`src/rtl/fifo36_mux_rr.sv`:
```
// Packet-atomic 2:1 merge of fifo36 streams with round-robin or strict-priority
// arbitration, a 2-entry registered output buffer and per-input packet counters.
module fifo36_mux_rr #(
   parameter int PRIO  = 0,
   parameter int CNT_W = 16
) (
   input  logic             clk,
   input  logic             reset,
   input  logic             clear,
   input  logic [35:0]      data0_i,
   input  logic             src0_rdy_i,
   output logic             dst0_rdy_o,
   input  logic [35:0]      data1_i,
   input  logic             src1_rdy_i,
   output logic             dst1_rdy_o,
   output logic [35:0]      data_o,
   output logic             src_rdy_o,
   input  logic             dst_rdy_i,
   output logic [CNT_W-1:0] pkt0_cnt,
   output logic [CNT_W-1:0] pkt1_cnt
);

   // Handshake: a word moves on any interface in a cycle where its src_rdy and
   // dst_rdy are both high at the rising edge of clk; data must be stable while
   // src_rdy is high and dst_rdy is low.

   localparam logic [1:0] MX_IDLE  = 2'd0;
   localparam logic [1:0] MX_DATA0 = 2'd1;
   localparam logic [1:0] MX_DATA1 = 2'd2;

   localparam logic [CNT_W-1:0] CNT_ONE = CNT_W'(1);

   logic [1:0]  state;
   logic [1:0]  state_nxt;
   logic        last_grant;
   logic        grant;
   logic        grant_vld;

   // data_o/src_rdy_o form the head entry; skid_* is the second entry.
   logic [35:0] skid_data;
   logic        skid_vld;
   logic        buf_full;
   logic        acc0;
   logic        acc1;
   logic        push;
   logic        pop;
   logic [35:0] push_data;

   assign buf_full   = src_rdy_o & skid_vld;
   assign dst0_rdy_o = (state == MX_DATA0) & ~buf_full;
   assign dst1_rdy_o = (state == MX_DATA1) & ~buf_full;
   assign acc0       = src0_rdy_i & dst0_rdy_o;
   assign acc1       = src1_rdy_i & dst1_rdy_o;
   assign push       = acc0 | acc1;
   assign push_data  = acc1 ? data1_i : data0_i;
   assign pop        = src_rdy_o & dst_rdy_i;

   always_comb begin
      state_nxt = state;
      grant_vld = 1'b0;
      grant     = 1'b0;
      case (state)
         MX_IDLE: begin
            if (src0_rdy_i | src1_rdy_i) begin
               grant_vld = 1'b1;
               if (src0_rdy_i & src1_rdy_i)
                  grant = (PRIO != 0) ? 1'b0 : ~last_grant;
               else
                  grant = src1_rdy_i;
               state_nxt = grant ? MX_DATA1 : MX_DATA0;
            end
         end
         MX_DATA0: if (acc0 & data0_i[33]) state_nxt = MX_IDLE;
         MX_DATA1: if (acc1 & data1_i[33]) state_nxt = MX_IDLE;
         default:  state_nxt = MX_IDLE;
      endcase
   end

   always_ff @(posedge clk) begin
      if (reset | clear) begin
         state      <= MX_IDLE;
         last_grant <= 1'b1;
         data_o     <= '0;
         src_rdy_o  <= 1'b0;
         skid_data  <= '0;
         skid_vld   <= 1'b0;
         pkt0_cnt   <= '0;
         pkt1_cnt   <= '0;
      end else begin
         state <= state_nxt;
         if (grant_vld)
            last_grant <= grant;
         if (acc0 & data0_i[33])
            pkt0_cnt <= pkt0_cnt + CNT_ONE;
         if (acc1 & data1_i[33])
            pkt1_cnt <= pkt1_cnt + CNT_ONE;

         // Full buffer never pushes, so a pop from full only shifts the skid entry up.
         if (skid_vld) begin
            if (pop) begin
               data_o   <= skid_data;
               skid_vld <= 1'b0;
            end
         end else if (src_rdy_o) begin
            if (push & pop) begin
               data_o <= push_data;
            end else if (push) begin
               skid_data <= push_data;
               skid_vld  <= 1'b1;
            end else if (pop) begin
               src_rdy_o <= 1'b0;
            end
         end else if (push) begin
            data_o    <= push_data;
            src_rdy_o <= 1'b1;
         end
      end
   end

endmodule

```
`config.mk`:
```
export PLATFORM = sky130hd
export DESIGN_NAME = fifo36_mux_rr
export DESIGN_NICKNAME = d
export VERILOG_FILES = /design/src/rtl/fifo36_mux_rr.sv
export SDC_FILE = /design/constraint.sdc
export NUM_CORES = 1
export LEC_CHECK = 0
export BUFFER_PORTS_ARGS = -buffer_cell sky130_fd_sc_hd__buf_2
export CORE_AREA = 2 2 107 109
export CTS_CLUSTER_SIZE = 25
export DETAILED_ROUTE_END_ITERATION = 8
export DIE_AREA = 0 0 109 111
export PLACE_DENSITY = 0.7
export REMOVE_ABC_BUFFERS = 1
export SETUP_SLACK_MARGIN = 0.1
export SYNTH_ARGS = -nofsm -noshare
export SYNTH_HDL_FRONTEND = slang
export SYNTH_SLANG_ARGS = --single-unit
```
`constraint.sdc`:
```
create_clock -name clk -period 2.65 [get_ports clk]
set_input_delay 0 -clock clk [delete_from_list [all_inputs] [get_ports clk]]
set_output_delay 0 -clock clk [all_outputs]
set_load 0.03 [all_outputs]
```
-- Word level (Yosys, flattened, before mapping)
Index checks and enable logic that the tools add are counted.
- register bits: 109
- output and inout bits: 71
- add/subtract/negate cells: 2
- eq/ne operators: 7
- mux-type cells: 26
- bitwise operators: 17
- reduce and logical (&&, ||, !) cells: 5
- operator list (cell ; number):
    $mux 36 ; 6
    $add 16x1->16 const B ; 2
    $mux 1 ; 15
    $and 1x1->1 ; 10
    $mux 2 ; 4
    $ne 2x1->1 const B ; 3
    $pmux 2 s3 ; 1
    $reduce_and 3->1 ; 2
    $not 1->1 ; 4
    $reduce_and 4->1 ; 1
    $ne 3x1->1 const B ; 1
    $or 1x1->1 ; 3
    $reduce_bool 3->1 ; 1
    $eq 2x1->1 const B ; 1
    $eq 2x2->1 const B ; 1
    $logic_not 2->1 ; 1
    $ne 2x2->1 const B ; 1

-- Longest topological paths before layout
Gate-level depths: netlist (run 1).
- word-level depth: 9
- depth in mapped cells: 7

-- Worst setup path before layout (run 1)
Ideal clock, no wire load.
- kind: flip-flop to flip-flop
- start point: register src_rdy_o
- end point: register pkt1_cnt[15]
- setup time: 0.071 ns
- data arrival time: 1.981 ns
- setup slack: 0.598 ns
- cell stages (with the launch flop): 7
- path buffers: 2
- period minus slack after synthesis: 2.052 ns
- cells stage by stage: dfxtp_1 > buf_6 > and2_4 > buf_6 > or4_4 > or4_1 > a21oi_1
- longest elaborated chain between the ends: 5
- ends and longest elaborated chain (item ; line ; source):
    from (decl) ; 17 ; output logic src_rdy_o,
    from (signal assigned) ; 84 ; src_rdy_o <= 1'b0;
    from (signal assigned) ; 111 ; src_rdy_o <= 1'b0;
    from (signal assigned) ; 115 ; src_rdy_o <= 1'b1;
    $and 1x1->1 ; 49 ; assign buf_full = src_rdy_o & skid_vld;
    $not 1->1 ; 51 ; assign dst1_rdy_o = (state == MX_DATA1) & ~buf_full;
    $and 1x1->1 ; 51 ;
    $and 1x1->1 ; 53 ; assign acc1 = src1_rdy_i & dst1_rdy_o;
    $and 1x1->1 ; 95 ; if (acc1 & data1_i[33])
    to (signal assigned) ; 96 ; pkt1_cnt <= pkt1_cnt + CNT_ONE;
    to (decl) ; 20 ; output logic [CNT_W-1:0] pkt1_cnt
Every way passes these cells.
A chain may end at the register's enable or synchronous reset.

-- Worst setup path in the final report (run 1)
- start point: register state[0]
- end point: register skid_data[7]
- longest elaborated chain between the ends: 7
- elaborated cells on any way between the ends: 11
- ends and longest elaborated chain (item ; line ; source):
    from (decl) ; 33 ; logic [1:0] state;
    from (signal assigned) ; 90 ; state <= state_nxt;
    $eq 2x1->1 / $eq 2x2->1 (equally long branches) ; 50, 51 ;
    $and 1x1->1 (on tied branches) ; 50, 51 ;
    $and 1x1->1 (on tied branches) ; 52, 53 ;
    $or 1x1->1 ; 54 ; assign push = acc0 | acc1;
    $and 1x1->1 ; 105 ; if (push & pop) begin
    $not 1->1 (no source line) ; - ;
    $reduce_and 4->1 (no source line) ; - ;
    to (signal assigned) ; 108 ; skid_data <= push_data;
    to (decl) ; 40 ; logic [35:0] skid_data;
Several ways; a longest one is shown, not always the timed one.

==> results of run 1 <==
final timing paths:
kind                                to                       start  slack, ns  cells past startpoint
max          skid_data[7]$_SDFFE_PP0P_       state[0]$_SDFFE_PP0P_       0.29                      6
min reg2reg    data_o[16]$_SDFFE_PP0P_  skid_data[16]$_SDFFE_PP0P_       0.46                      2
max reg2reg  skid_data[7]$_SDFFE_PP0P_       state[0]$_SDFFE_PP0P_       0.29                      6
min            data_o[30]$_SDFFE_PP0P_                 data0_i[30]       0.01                      3
repair_timing:
action	4_1_cts	5_1_grt
hold buffers	75	0
gates resized for setup	0	6
endpoints found under the setup margin	0	34
endpoints found under the hold margin	51	0
tightest hold or removal path, stage by stage:
cell	delay [ns]
buf_2	0.07
mux2i_1	0.08
o221ai_1	0.17
flip-flops by register name, summed over array words and instances, names as in the netlist:
| name | cells |
|---|---|
| data_o | 36 |
| skid_data | 36 |
| pkt0_cnt | 16 |
| pkt1_cnt | 16 |
| state | 2 |
| last_grant | 1 |
| skid_vld | 1 |
| src_rdy_o | 1 |
Yosys cell counts, types with 11 or more instances:
library cell / count
dfxtp_1: 109
a21oi_1: 59
nand2_1: 52
o21ai_0: 45
mux2i_1: 37
inv_1: 34
o221ai_1: 34
clkbuf_1: 23
nor2_1: 20
nand4_1: 13
nand3_1: 11
or4_1: 11
cell type report:
cell class,instances,share of cell area
Inverter,34,0.01904
Sequential cell,109,0.3257
Multi-Input combinational cell,362,0.3464
Tap cell,143,0.02669
Timing Repair Buffer,231,0.2357
Clock inverter,6,0.01082
Clock buffer,10,0.03565
through the flow:
| step | setup WS, ns | utilization |
|---|---|---|
| 2_1_floorplan | -0.2228 | - |
| 3_3_place_gp | 0.6541 | 0.5068 |
| 3_5_place_dp | 0.5990 | 0.5068 |
| 4_1_cts | 0.1113 | 0.6027 |
| 5_1_grt | 0.1010 | 0.6052 |
| 6_report | 0.2850 | 0.6052 |
layer usage:
metal	routed length (µm)	track usage
met4	218	0.07094
met1	5848	0.2794
met3	1038	0.04703
met2	7037	0.4000
met5	0	0
power by group through the flow:
stage	Sequential [mW]	Combinational, mW	Clock, mW
after CTS	1.66	0.304	1.42
final	1.66	0.312	1.39
after global routing	1.66	0.335	1.49
after detailed placement	1.70	0.215	0
after global placement	1.69	0.211	0
after floorplan	1.71	0.0942	0
kinds of logic (layout without fill, tap and decap cells):
group | count (synthesis) | in the layout | share of synthesized area
DFF | 109 | 109 | 0.4563
xor gates and xnor gates | 12 | 12 | 0.02198
and+or+nand+nor | 149 | 149 | 0.1627
AOI/OAI and AO/OA | 161 | 161 | 0.2106
muxes | 38 | 38 | 0.07980
buffers and inverters | 71 | 281 | 0.06332
adders and majority gates | 2 | 2 | 0.005232
==> results by group, run 1 <==
Status
  – Status: finished, final reports clean

Clock network
  – Postcts setup bufs: 0
  – CTS tree: done
  – Num CTS Buffers: 9
  – Clock Latency Late Sink: 0.35 ns
  – CTS Sinks: 109
  – H-tree depth: 3
  – Clk buf depth: 2
  – Clock root buffer: clkbuf_16
  – Clk slew on worst S/H paths: 0.07 ns

Finish
  – Area occupied by multi-input gates: 2322 µm²
  – Most frequent cells in the layout: buf_2, dfxtp_1, dlygate4sd3_1
  – N_diodes: 0
  – Share of cells above drive strength 1: 0.2473
  – Nets: 827
  – Fill count: 924
  – Design area: 6704 µm²
  – Register area: 2183 µm²
  – Area grow syn2layout: 40.19%
  – Post-Layout Cell Count: 895
  – Most common cell after layout, fill and taps aside: buf_2

Place
  – Port bufs: 148
  – Routability cong.: 0.7624
  – Placed Instance Area: 5614 µm²
  – Dpl hpwl: 8.394 mm
  – Inst Count DP: 803

Die
  – Starting Density: 0.4317
  – Cell Rows: 39
  – Die span in y: 111 µm
  – Io pins: 149
  – Die width: 109 µm
  – Die area: 12,100 µm²
  – Core Region: 11,080 µm²

Synthesis
  – Top FF cell, synth: dfxtp_1
  – Largest area contributor in the netlist: dfxtp_1
  – Cell count after synthesis: 542
  – Synth top area share: 0.4563
  – Asr flop ratio synth: 0
  – Distinct cells, synth: 44
  – Synthesized cell area: 4782 µm²
  – Synth Area per Inst: 8.823 µm²
  – Yosys warns: 0
  – Synth Register Bits: 109
  – Seq/Total Area, Yosys: 0.4563
  – EDFF count, synth: 0
  – Largest cells by area after synthesis: dfxtp_1, mux2i_1, o221ai_1, a21oi_1, o21ai_0

Power
  – Clock network power share: 0.414
  – Pint: 2.577 mW
  – Static Leak: 2.914 nW
  – Maximum vdd drop: 274.6 µV
  – Switching part of the total: 0.2332
  – Seq pwr share: 0.493
  – Comb pwr share: 0.093
  – Sw Pwr: 0.7837 mW
  – Total Power: 3.361 mW
  – PD cells: 501.3 nW/µm²

Timing
  – RSZ-0062 raised after global routing: false
  – Clk_skew: 0.006523 ns
  – Fmax: 0.4228 GHz
  – Final max-slew violation count: 0
  – Final Critical Period: 2.365 ns
  – Final Hold Viols: 0
  – Setup Viol. Count Final: 0
  – Final Hold Slack: 0.009729 ns
  – Slew HR: 0.5067
  – Final TNS setup: 0 ns
  – Tightest Pin Transition: 0.7343 ns
  – Period utilization: 0.8924

Run
  – Max Cap Viol: 0

Critical path
  – Crit path max fanout: 36
  – Worst EP required: 2.94 ns
  – Ordered cell list for the critical path: nand3b_1 > a2111oi_4 > clkbuf_16 > o21ai_0 > a21oi_1 > dlygate4sd3_1
  – WP buf/inv: 2
  – Critical path's top delay family: buffers and inverters
  – Worst Path Arrival: 2.65 ns
  – Setup crit start kind: flop
  – Worst setup EP type: flop
  – Slowest cell on crit path: dlygate4sd3_1
  – CP peak stage delay: 0.56 ns
  – Critical path class: flop to flop

Drt
  – First drt pass iteration count: 5
  – Via density: 5.535
  – 1st-iter DRT viols: 353
  – Final wirelength: 14.14 mm
  – DRC viols: 0
  – Vias post-DR: 4,954
  – Antenna-violating nets left: 0
  – WL per Instance: 15.80 µm

Global routing
  – GRT Total Usage: 0.2294
  – Gr ovfl total: 0
  – First-pass GRT wire length: 22.52 mm
  – Number of global-route vias before repair: 4,860
  – Initial antenna violation count: 0
  – Largest net degree at the start of global routing: 73

Worst hold path
  – Hold Crit Class: input port to flop
Power figures use the tool's default switching activity.
==> inputs of run 2 (changes only) <==
- CORE_AREA: 2 2 107 109 -> 2 2 112 103
- DIE_AREA: 0 0 109 111 -> 0 0 114 105
- PLACE_DENSITY: 0.7 -> 0.71
==> run 2 against run 1 <==
Net effect:
- the run now ends with hold timing left
- highest routed layer unchanged
- core utilization is 0.064 points higher
- via count shrank 3.4%
- sequential share of layout area increased by 1.0 points
- global-route usage rose by 0.19 points
- flip-flop and latch count did not move
- clock-buffer cell count shrank 1
==> results by group, run 2 (synthesis results as in run 1) <==
Die
  – Die width: 114 µm
  – Die span in y: 105 µm
  – Io pins: 149
  – Starting Density: 0.4461
  – Core Region: 10,720 µm²
  – Cell Rows: 36
  – Die area: 11,970 µm²

Critical path
  – Critical path's top delay family: buffers and inverters
  – Setup crit start kind: flop
  – Critical Path End: skid_data[16]$_SDFFE_PP0P_
  – Worst setup EP type: flop
  – CP startpoint: src_rdy_o$_SDFFE_PP0N_
  – RR Endpoint: skid_data[16]$_SDFFE_PP0P_
  – Slowest cell on crit path: dlygate4sd3_1
  – Worst EP required: 2.89 ns
  – Setup slack, reg-to-reg: 0.25 ns
  – FF-to-FF Start: src_rdy_o$_SDFFE_PP0N_
  – Critical path class: flop to flop
  – CP peak stage delay: 0.62 ns
  – CP Depth: 6
  – Reg2Reg Depth: 6
  – Worst Path Arrival: 2.64 ns
  – Ordered cell list for the critical path: nand2_2 > nand3_4 > buf_12 > mux2i_1 > dlygate4sd3_1 > a21oi_1
  – Crit path max fanout: 30
  – WP buf/inv: 2

Drt
  – 1st-iter DRT viols: 341
  – DRC viols: 0
  – Final wirelength: 13.82 mm
  – Via density: 5.513
  – WL per Instance: 15.93 µm
  – Antenna-violating nets left: 0
  – Vias post-DR: 4,785
  – First drt pass iteration count: 5

Finish
  – Fill count: 904
  – Post-Layout Cell Count: 868
  – Nets: 810
  – Share of cells above drive strength 1: 0.2517
  – Register area: 2182 µm²
  – Final core utilization: 0.6059
  – Area grow syn2layout: 35.82%
  – Most common cell after layout, fill and taps aside: buf_2
  – N_diodes: 0
  – Top flop regs: data_o x36, skid_data x36
  – Area occupied by multi-input gates: 2330 µm²
  – Most frequent cells in the layout: buf_2, dfxtp_1, a21oi_1

Place
  – Dpl hpwl: 8.891 mm
  – Routability cong.: 0.8188
  – Port bufs: 148
  – Inst Count DP: 794

Timing
  – Final TNS setup: 0 ns
  – Final max-slew violation count: 0
  – Final Hold Slack: -0.008957 ns
  – Final Critical Period: 2.399 ns
  – Slew HR: 0.4669
  – Setup Viol. Count Final: 0
  – Period utilization: 0.9053
  – Clk_skew: 0.009503 ns
  – RSZ-0062 raised after global routing: false
  – Tightest Pin Transition: 0.7936 ns
  – Fmax: 0.4169 GHz
  – Final Hold Viols: 1

Global routing
  – GRT Total Usage: 0.2313
  – Gr ovfl total: 0
  – Number of global-route vias before repair: 4,740
  – Largest net degree at the start of global routing: 65
  – Initial antenna violation count: 0
  – First-pass GRT wire length: 22.45 mm

Clock network
  – CTS Sinks: 109
  – Clk buf depth: 2
  – H-tree depth: 3
  – Clk slew on worst S/H paths: 0.08 ns
  – Clock Latency Late Sink: 0.35 ns
  – Clock root buffer: clkbuf_16
  – Num CTS Buffers: 9
  – CTS tree: done

Power
  – PD cells: 499.6 nW/µm²
  – Total Power: 3.245 mW
  – Maximum vdd drop: 267.1 µV
  – Static Leak: 2.818 nW

Status
  – Failing checks: hold timing
  – Status: complete, but fails checks

Run
  – Max Cap Viol: 0

Worst hold path
  – Hold Crit Class: input port to flop
run 2: cell types whose count changed in the layout (fill, tap and decap cells not counted), sizes merged:
cell | previous run | this run
buf | 155 | 156
bufinv | 1 | 0
clkbuf | 11 | 9
clkinv | 4 | 2
clkinvlp | 1 | 3
dlygate4sd3 | 75 | 58
inv | 34 | 36
run 2: worst min path at each step:
stage                      startpoint                         end  slack (ns)  cells after the start
after detailed placement  data1_i[22]  skid_data[22]$_SDFFE_PP0P_        0.30                      3
after floorplan           data0_i[33]     data_o[33]$_SDFFE_PP0P_        0.19                      2
after global routing       data1_i[9]   skid_data[9]$_SDFFE_PP0P_        0.02                      3
after global placement    data1_i[22]  skid_data[22]$_SDFFE_PP0P_        0.29                      3
final                      data0_i[8]   skid_data[8]$_SDFFE_PP0P_      -0.009                      3
after CTS                 data0_i[17]     data_o[17]$_SDFFE_PP0P_     0.00005                      3
run 2: cell type report:
| class | instances | share of cell area |
|---|---|---|
| multi-input cells | 362 | 0.3587 |
| flip-flops and latches | 109 | 0.3360 |
| repair buffers | 214 | 0.2165 |
| clock buffers | 9 | 0.03468 |
| well taps | 133 | 0.02562 |
| inverters | 34 | 0.01965 |
| clock inverters | 7 | 0.008861 |
run 2: worst min-delay path, cell delays in order:
cell and delay, ns:
buf_2 0.07, mux2i_1 0.09, a21oi_1 0.14
run 2: where the power goes:
| group | switching, mW | internal, mW | total, mW |
|---|---|---|---|
| sequential | 0.00987 | 1.65 | 1.66 |
| combinational | 0.148 | 0.149 | 0.298 |
| clock | 0.642 | 0.648 | 1.29 |
| total | 0.800 | 2.44 | 3.24 |
run 2: metrics by stage:
step | instance area (µm²) | hold slack (ns) | setup slack [ns]
6_report | 6495 | -0.008957 | 0.2511
3_3_place_gp | 5622 | 0.2938 | 0.6804
2_1_floorplan | 4607 | 0.1928 | -0.2228
5_1_grt | 6495 | 0.02204 | 0.1321
4_1_cts | 6475 | 0.00004724 | 0.1742
3_5_place_dp | 5622 | 0.3028 | 0.5997
run 2: timing repair:
item / in CTS / in global routing
hold buffers: 57 / 1
setup endpoints to repair: 0 / 18
buffers inserted: 0 / 0
hold endpoints to repair: 33 / 1
resized for setup: 0 / 2
run 2: layer usage:
metal  GRT usage  up-vias  share of wire
met2      0.4035      172           0.48
li1            -     2348              -
met4     0.08711        0          0.017
met3     0.04234       19          0.062
met1      0.2810     2246           0.44
met5           0        -              0
==> inputs of run 3 (changes only) <==
- CTS_BUF_LIST: default -> sky130_fd_sc_hd__clkbuf_4
==> run 3 against run 2 <==
Net effect:
- the flow now finishes without violations
- via count grew 2.6%
- register-to-register slack is essentially flat
- clock skew rose by 0.0053 ns
- non-clock buffer count grew 21
- first-iteration DRC count is the same
- global-route usage grew 0.80 points
- core utilization rose by 0.48 points
- clock-buffer cell count is the same
- sequential power is essentially flat
- die area is the same
- flip-flop and latch count did not move
==> results by group, run 3 (synthesis results as in run 1) <==
Drt
  – Vias post-DR: 4,910
  – Via density: 5.523
  – 1st-iter DRT viols: 341
  – WL per Instance: 15.94 µm
  – DRC viols: 0
  – First drt pass iteration count: 5
  – Final wirelength: 14.17 mm
  – Antenna-violating nets left: 0

Power
  – Comb pwr share: 0.117
  – Static Leak: 2.834 nW
  – Seq pwr share: 0.600
  – Pint: 2.025 mW
  – PD cells: 423.1 nW/µm²
  – Clock network power share: 0.283
  – Switching part of the total: 0.2689
  – Maximum vdd drop: 253.4 µV
  – Total Power: 2.770 mW
  – Sw Pwr: 0.7447 mW

Global routing
  – GRT Total Usage: 0.2393
  – Gr ovfl total: 0
  – First-pass GRT wire length: 23.45 mm
  – Number of global-route vias before repair: 4,929
  – Initial antenna violation count: 0
  – Largest net degree at the start of global routing: 65

Timing
  – Final Hold Viols: 0
  – Tightest Pin Transition: 0.7949 ns
  – Final Critical Period: 2.394 ns
  – Slew HR: 0.4660
  – RSZ-0062 raised after global routing: false
  – Setup Viol. Count Final: 0
  – Fmax: 0.4177 GHz
  – Period utilization: 0.9035
  – Clk_skew: 0.01478 ns
  – Final max-slew violation count: 0

Finish
  – Top flop regs: data_o x36, skid_data x36
  – Post-Layout Cell Count: 889
  – Fill count: 887
  – Area grow syn2layout: 36.89%
  – Most common cell after layout, fill and taps aside: buf_2
  – N_diodes: 0
  – Most frequent cells in the layout: buf_2, dfxtp_1, dlygate4sd3_1
  – Share of cells above drive strength 1: 0.2447
  – Nets: 831

Critical path
  – Worst EP required: 3.00 ns
  – CP peak stage delay: 0.63 ns
  – Slowest cell on crit path: dlygate4sd3_1
  – Critical path class: flop to flop
  – Worst setup EP type: flop
  – Worst Path Arrival: 2.74 ns
  – Ordered cell list for the critical path: nor2b_1 > buf_4 > nand3_4 > buf_12 > mux2i_1 > dlygate4sd3_1 > o221ai_1
  – Setup crit start kind: flop
  – Crit path max fanout: 30

Die
  – Cell Rows: 36
  – Die area: 11,970 µm²
  – Io pins: 149
  – Die width: 114 µm
  – Core Region: 10,720 µm²
  – Die span in y: 105 µm
  – Starting Density: 0.4461

Clock network
  – Clk slew on worst S/H paths: 0.16 ns
  – Clock Latency Late Sink: 0.47 ns
  – Clk buf depth: 2
  – Num CTS Buffers: 9
  – H-tree depth: 3
  – CTS Sinks: 109
  – Clock root buffer: clkbuf_4
  – Postcts setup bufs: 0
  – CTS tree: done

Worst hold path
  – Hold Crit Class: input port to flop

Place
  – Inst Count DP: 794
  – Port bufs: 148
  – Routability cong.: 0.8188
  – Dpl hpwl: 8.891 mm

Run
  – Max Cap Viol: 0

Status
  – Status: finished, final reports clean
-- run 3: cell count changes in the layout (fill, tap and decap cells not counted) --
cell,change
nand2_2,-1
dlygate4sd3_1,+21
dfxtp_2,+1
clkbuf_16,-9
clkbuf_4,+9
dfxtp_1,-1
nand2_1,+1
-- run 3: what timing repair did --
item	CTS	global route
gates resized for setup	0	2
endpoints found under the setup margin	0	44
endpoints found under the hold margin	78	0
hold buffers	79	0
-- run 3: worst max-delay path, delay by kind of cell, from the launching register on --
family	cells	cell delay [ns]
and+or+nand+nor	2	0.37
DFF	1	0.52
buffers and inverters	3	1.05
muxes	1	0.20
AOI/OAI and AO/OA	1	0.13
-- run 3: power groups by stage --
stage                     combinational [mW]  sequential, mW  clock, mW
final                                  0.325            1.66      0.784
after global routing                   0.351            1.66      0.859
after CTS                              0.316            1.66      0.799
after detailed placement               0.220            1.70          0
after global placement                 0.215            1.69          0
after floorplan                       0.0942            1.71          0
-- run 3: through the flow --
stage	hold slack [ns]	utilization	instance area [µm²]	setup TNS, ns	setup WS (ns)
floorplan	0.1928	-	4607	-13.86	-0.2228
global placement	0.2938	0.5244	5622	0	0.6804
detailed placement	0.3028	0.5244	5622	0	0.5997
CTS	0.01891	0.6098	6538	0	0.1284
global route	0.06847	0.6106	6546	0	0.1377
finish	0.04877	0.6106	6546	0	0.2558
-- run 3: worst paths after layout --
path	endpoint	from	cells past startpoint	slack (ns)
max	data_o[27]$_SDFFE_PP0P_	state[1]$_SDFFE_PP0P_	7	0.26
min	data_o[34]$_SDFFE_PP0P_	data1_i[34]	4	0.05
max reg2reg	data_o[27]$_SDFFE_PP0P_	state[1]$_SDFFE_PP0P_	7	0.26
min reg2reg	data_o[33]$_SDFFE_PP0P_	data_o[33]$_SDFFE_PP0P_	2	0.48
-- run 3: cell type report --
type	instances	area [µm²]	area share
clock buffer	9	67.56	0.01032
multi-input combinational	362	2327	0.3555
sequential	109	2183	0.3335
tap	133	166.4	0.02542
clock inverter	7	57.56	0.008792
inverter	34	127.6	0.01950
timing repair buffer	235	1617	0.2469
-- run 3: metal layers --
metal	share of wire	global-route usage
met4	0.016	0.07927
met3	0.053	0.03886
met1	0.44	0.2910
met2	0.49	0.4260
met5	0	0
